## config.mk

```make
export PLATFORM = sky130hd
export DESIGN_NAME = shift_deserializer
export DESIGN_NICKNAME = d
export VERILOG_FILES = /design/src/rtl/shift_deserializer.sv
export SDC_FILE = /design/constraint.sdc
export NUM_CORES = 1
export LEC_CHECK = 0
export CAP_MARGIN = 20
export CELL_PAD_IN_SITES_DETAIL_PLACEMENT = 1
export CELL_PAD_IN_SITES_GLOBAL_PLACEMENT = 1
export CORE_AREA = 2 2 44 46
export CTS_CLUSTER_DIAMETER = 50
export DETAILED_ROUTE_END_ITERATION = 8
export DIE_AREA = 0 0 46 48
export HOLD_SLACK_MARGIN = 0.1
export PLACE_DENSITY_LB_ADDON = 0.1
export SETUP_SLACK_MARGIN = 0.5
export SKIP_LAST_GASP = 1
export SYNTH_ARGS = -nofsm -noshare
export SYNTH_HDL_FRONTEND = slang
export SYNTH_SLANG_ARGS = --single-unit
```

## constraint.sdc

```tcl
create_clock -name clk -period 3 [get_ports clk]
set_input_delay 0.6 -clock clk [delete_from_list [all_inputs] [get_ports clk]]
set_output_delay 0.6 -clock clk [all_outputs]
set_load 0.05 [all_outputs]
```

## src/rtl/shift_deserializer.sv

```systemverilog
// Serial-to-parallel word assembler: MSB-first (left) or LSB-first (right) shifting,
// with a valid/ready output handshake and one bubble cycle per completed word.
module shift_deserializer #(
  parameter int unsigned W = 4
) (
  input  logic                 clk,
  input  logic                 rst,
  input  logic                 clr,
  input  logic                 in_valid,
  input  logic                 in_bit,
  input  logic                 dir,
  output logic                 in_ready,
  output logic                 out_valid,
  output logic [W-1:0]         out_data,
  input  logic                 out_ready,
  output logic [$clog2(W)-1:0] bit_cnt
);

  localparam int unsigned CW = $clog2(W);

  localparam logic [0:0] COLLECT = 1'b0;
  localparam logic [0:0] FULL    = 1'b1;

  logic [0:0]   state, state_n;
  logic [W-1:0] sreg, sreg_n;
  logic [W-1:0] shifted;
  logic [W-1:0] data_n;
  logic [CW-1:0] cnt_n;
  logic         dir_latched, dir_n;
  logic         eff_dir;
  logic         valid_n, ready_n;

  // State and datapath registers
  always_ff @(posedge clk) begin
    if (rst) begin
      state       <= COLLECT;
      sreg        <= '0;
      bit_cnt     <= '0;
      dir_latched <= 1'b0;
      out_valid   <= 1'b0;
      out_data    <= '0;
      in_ready    <= 1'b1;
    end else begin
      state       <= state_n;
      sreg        <= sreg_n;
      bit_cnt     <= cnt_n;
      dir_latched <= dir_n;
      out_valid   <= valid_n;
      out_data    <= data_n;
      in_ready    <= ready_n;
    end
  end

  // First bit of a word shifts with the live dir; later bits use the latched copy
  always_comb begin
    eff_dir = (bit_cnt == '0) ? dir : dir_latched;
    if (eff_dir) begin
      shifted = {in_bit, sreg[W-1:1]};
    end else begin
      shifted = {sreg[W-2:0], in_bit};
    end
  end

  // Next-state and next-output logic
  always_comb begin
    state_n = state;
    sreg_n  = sreg;
    cnt_n   = bit_cnt;
    dir_n   = dir_latched;
    data_n  = out_data;
    valid_n = out_valid;
    ready_n = in_ready;
    case (state)
      COLLECT: begin
        if (clr) begin
          cnt_n  = '0;
          sreg_n = '0;
        end else if (in_valid) begin
          sreg_n = shifted;
          if (bit_cnt == '0) begin
            dir_n = dir;
          end
          if (bit_cnt == CW'(W - 1)) begin
            state_n = FULL;
            cnt_n   = '0;
            data_n  = shifted;
            valid_n = 1'b1;
            ready_n = 1'b0;
          end else begin
            cnt_n = bit_cnt + CW'(1);
          end
        end
      end
      FULL: begin
        // clr is deliberately ignored here so a finished word is never dropped
        if (out_ready) begin
          state_n = COLLECT;
          valid_n = 1'b0;
          ready_n = 1'b1;
        end
      end
      default: begin
        state_n = COLLECT;
        valid_n = 1'b0;
        ready_n = 1'b1;
      end
    endcase
  end

endmodule

```

# After elaboration in Yosys (flattened, before gate mapping)
# Cells that the tools add are included.
dict set report classes {
  bitwise 2
  eq_ne 5
  mux 22
  n_reduce_logical 6
  add_sub_neg 1
}
# op count
set op_table {}
lappend op_table {{2-to-1 mux 1 bit} 13}
lappend op_table {{2-to-1 mux 4 bit} 3}
lappend op_table {{!= test 2 bit, second input constant} 4}
lappend op_table {{AND reduction 4 bit} 2}
lappend op_table {{2-to-1 mux 2 bit} 3}
lappend op_table {{one-hot mux 1 bit (2 select lines)} 3}
lappend op_table {{AND reduction 3 bit} 1}
lappend op_table {{adder 2 x 1 -> 2 bit, second input constant} 1}
lappend op_table {{== test 2 bit, second input constant} 1}
lappend op_table {{logical NOT 2 bit} 1}
lappend op_table {{NOT 1 bit} 2}
lappend op_table {{AND reduction 2 bit} 1}
lappend op_table {{nonzero test 2 bit} 1}
dict set report word_totals {
  in_bits 7
  elab_cells 43
  output_inout_bits 8
  reg_bits 14
}

# Depth between registers and ports, before layout
dict set report depth {
  depth_word 5
  mapped_depth 5
  depth_no_buf 5
}

# Least setup slack after synthesis
# Ideal clock, no wire load.
dict set report synth_path {
  kind {reg2reg}
  startpoint {register bit_cnt[0]}
  endpoint {register sreg[3]}
  path_stages_with_launch 6
  period_less_slack_ns 1.716
  arrival_time_ns 1.592
  setup_slack_ns 1.284
  setup_ns 0.124
  required_ns 2.876
  path_buffers 0
  cell_sequence {dfxtp_1 inv_1 ha_1 mux2i_4 mux2i_1 o21ai_0}
}
dict set report synth_between {
  elab_chain_len 5
}
# item line
set synth_rtl {}
lappend synth_rtl {{start, declared} 16} ;# output logic [$clog2(W)-1:0] bit_cnt
lappend synth_rtl {{start signal, assigned} 46} ;# bit_cnt <= cnt_n;
lappend synth_rtl {{logical NOT 2 bit} 56} ;# eff_dir = (bit_cnt == '0) ? dir : dir_latched;
lappend synth_rtl {{2-to-1 mux 1 bit} n/a}
lappend synth_rtl {{2-to-1 mux 4 bit} 57} ;# if (eff_dir) begin
lappend synth_rtl {{2-to-1 mux 4 bit} 78} ;# end else if (in_valid) begin
lappend synth_rtl {{2-to-1 mux 4 bit} 75} ;# if (clr) begin
lappend synth_rtl {{end signal, assigned} 45} ;# sreg <= sreg_n;
lappend synth_rtl {{end, declared} 25} ;# logic [W-1:0] sreg, sreg_n;
# Every way passes these cells. The select of a mux whose other input is x is not followed.
# A chain may end at the register's enable or synchronous reset.

# Worst setup path after layout
dict set report layout_path {
  startpoint {register bit_cnt[1]}
  endpoint {output bit_cnt[1]}
}
# No word-level cell between the ends.

==> flow_summary.ini <==
[placed_design]
port_buffers = 14
hpwlAfterDp_um = 912
place.gp.congestion = 0.660

[timing]
relSlewSlack_pct = 66.6
rsz0062_at_grt = no
maxSlewViolCount = 0
final_hold_viol_count = 0
min_period_ns = 2.08
clock.fmax_mhz = 480
setup_tns_ns = 0
fin_skew_ns = 0.00315
post-route-period-util_pct = 69.4
finalSetupViolCount = 0
worstMarginPinSlew_ns = 0.499

[worst_setup_path]
rr_startpoint = bit_cnt[0]$_SDFFE_PP0P_
crit_path_start = bit_cnt[1]$_SDFFE_PP0P_
crit_type = reg -> out
cp_slowest_stage_delay_ns = 0.82
critPathBufInv = 1
startpoint_type = flop
crit_family = buffers and inverters
required_ns = 2.40
slowest_stage = clkdlybuf4s50_1
critPathMaxFanout = 4
endpoint_kind = primary output
r2r_slack_ns = 1.49
path_cells = clkdlybuf4s50_1
rr_worst_depth = 5
reg2reg_to = sreg[3]$_SDFFE_PP0P_
cp.arrival_ns = 1.48

[power_and_ir_drop]
totalPowerFinal_w = 0.000364
switching_share_pct = 23.0
seq_power_share_pct = 52.4
combPwrFrac_pct = 9.8
ir_worst_vdd_mv = 0.240
power.internal_w = 0.000280
p_per_area_nw_per_um2 = 467
p_sw_w = 0.0000837
p_leak_nw = 0.288
clkPwrFrac_pct = 37.8

[floorplan]
start_util_pct = 35.1
fp.dieH_um = 48
core_um2 = 1690
die_w_um = 46
io_pins = 15
die_area_um2 = 2210
rows = 15

[worst_hold_path]
min_path_cells = 2
min-delay-start = bit_cnt[0]$_SDFFE_PP0P_
hp-class = reg -> reg
min_to = bit_cnt[0]$_SDFFE_PP0P_

[layout]
drive_above_1_share_pct = 9.21
final_nets = 86
num_antenna_cells = 0
final_cell_mix = 14 x dfxtp_1, 14 x clkdlybuf4s50_1, 8 x nor2_1
area_growth_pct = 31.4
final_core_util_pct = 46.1

[clocking]
clock_path_buffers = 2
cts_tree = yes
h-tree-depth = 1
root_buffer = clkbuf_4
hold_buffers = 0
path_clk_slew_ns = 0.08
cts_resized = 0
post-cts-setup-buffers = 0
clk_latency_ns = 0.28
cts_buffers = 3
cts_sinks = 14

[yosys]
yosysWarnings = 0
muxShareOfSynthArea_pct = 10.5
synth_area_um2 = 593
synth_xor_xnor_area_share_pct = 0
synth_fp_nets = 69
synth_simple_gate_area_share_pct = 17.3
synthCells = 60
synth.distinct_cells = 18
ys_seq_area_share_pct = 47.3
synth_compound_area_share_pct = 16.9
synth-adder-area-share_pct = 4.22
syn_avg_cell_area_um2 = 9.88
synth_top_family_by_area = simple AND/OR/NAND/NOR gates
synth-seq-cells = 14

[run_status]
run_status = finished, final reports clean

[route]
vias_per_cell = 5.25
drtIter0Drc = 2
first_pass_iters = 2
wl_per_cell_um = 13.1
wirelength_um = 1220
vias = 488
ant_nets = 0
drc_errors = 0

[job]
maxCapViolCount = 0

[global_route]
grt_pass1_vias = 450
grt_usage_pct = 13.0
antenna_found_initial = 0
gr-total-overflow = 0
grt_max_degree = 16
grt_pass1_wl_um = 1930
-- routing by layer --
| metal | track usage, % | vias up | routed length, um |
|---|---|---|---|
| met2 | 20.8 | 13 | 550 |
| met4 | 10.3 | 0 | 36 |
| met5 | 0 | - | 0 |
| li1 | - | 246 | - |
| met3 | 2.26 | 4 | 51 |
| met1 | 15.2 | 225 | 580 |
-- cells by family (layout without fill, tap and decap cells) --
family | count (synthesis) | in the layout
AND/OR/NAND/NOR | 18 | 18
AO/OA/AOI/OAI | 16 | 16
flip-flops | 14 | 14
multiplexers | 5 | 5
buffers and inverters | 5 | 21
adder cells (fa/ha/maj) | 2 | 2
-- area by class of cell --
class,instances,area [um^2]
repair buffers,14,140
inverters,3,11.3
clock buffers,4,36.3
multi-input cells,41,290
well taps,17,21.3
flip-flops and latches,14,280
fillers,194,910
-- Yosys cell counts --
cell type | instances | area [um^2]
inv_1 | 3 | 11.3
mux2i_1 | 4 | 40.0
and4bb_2 | 1 | 12.5
nand2_1 | 3 | 11.3
o21bai_1 | 2 | 15.0
a21oi_1 | 4 | 20.0
mux2i_4 | 1 | 22.5
dfxtp_1 | 14 | 280
o21ai_0 | 4 | 20.0
nand3b_1 | 4 | 30.0
ha_1 | 2 | 25.0
a211oi_1 | 5 | 37.5
buf_4 | 1 | 7.51
nor3b_2 | 1 | 12.5
nand2b_1 | 1 | 6.26
nor2_1 | 8 | 30.0
a22oi_1 | 1 | 7.51
clkbuf_1 | 1 | 3.75
-- worst max-delay path by stage --
stage | to | slack (ns) | cells after the start
floorplan | sreg[3]$_SDFFE_PP0P_ | 1.28 | 5
global placement | out_data[3]$_SDFFE_PP0P_ | 1.11 | 4
detailed placement | out_data[3]$_SDFFE_PP0P_ | 1.10 | 4
CTS | bit_cnt[0] | 0.90 | 1
global route | bit_cnt[0] | 0.85 | 1
finish | bit_cnt[1] | 0.92 | 1
-- registers in the layout, summed over array words and instances (netlist names) --
| name | count |
|---|---|
| out_data | 4 |
| sreg | 4 |
| bit_cnt | 2 |
| dir_latched | 1 |
| in_ready | 1 |
| out_valid | 1 |
| state | 1 |
-- power by group through the flow --
stage / sequential [W] / clock (W) / combinational [W]
2_1_floorplan: 0.000198 / 0 / 0.0000178
3_3_place_gp: 0.000195 / 0 / 0.0000358
3_5_place_dp: 0.000195 / 0 / 0.0000364
4_1_cts: 0.000191 / 0.000142 / 0.0000365
5_1_grt: 0.000191 / 0.000150 / 0.0000394
6_report: 0.000190 / 0.000137 / 0.0000358
-- through the flow --
step / hold slack, ns / worst slack (ns) / area [um^2] / std cells
2_1_floorplan: 0.456 / 1.28 / 593 / 60
3_3_place_gp: 0.473 / 1.11 / 743 / 89
3_5_place_dp: 0.486 / 1.10 / 743 / 89
4_1_cts: 0.509 / 0.903 / 779 / 93
5_1_grt: 0.530 / 0.854 / 779 / 93
6_report: 0.502 / 0.918 / 779 / 93
Note: power is estimated with default switching activity, not from simulation.
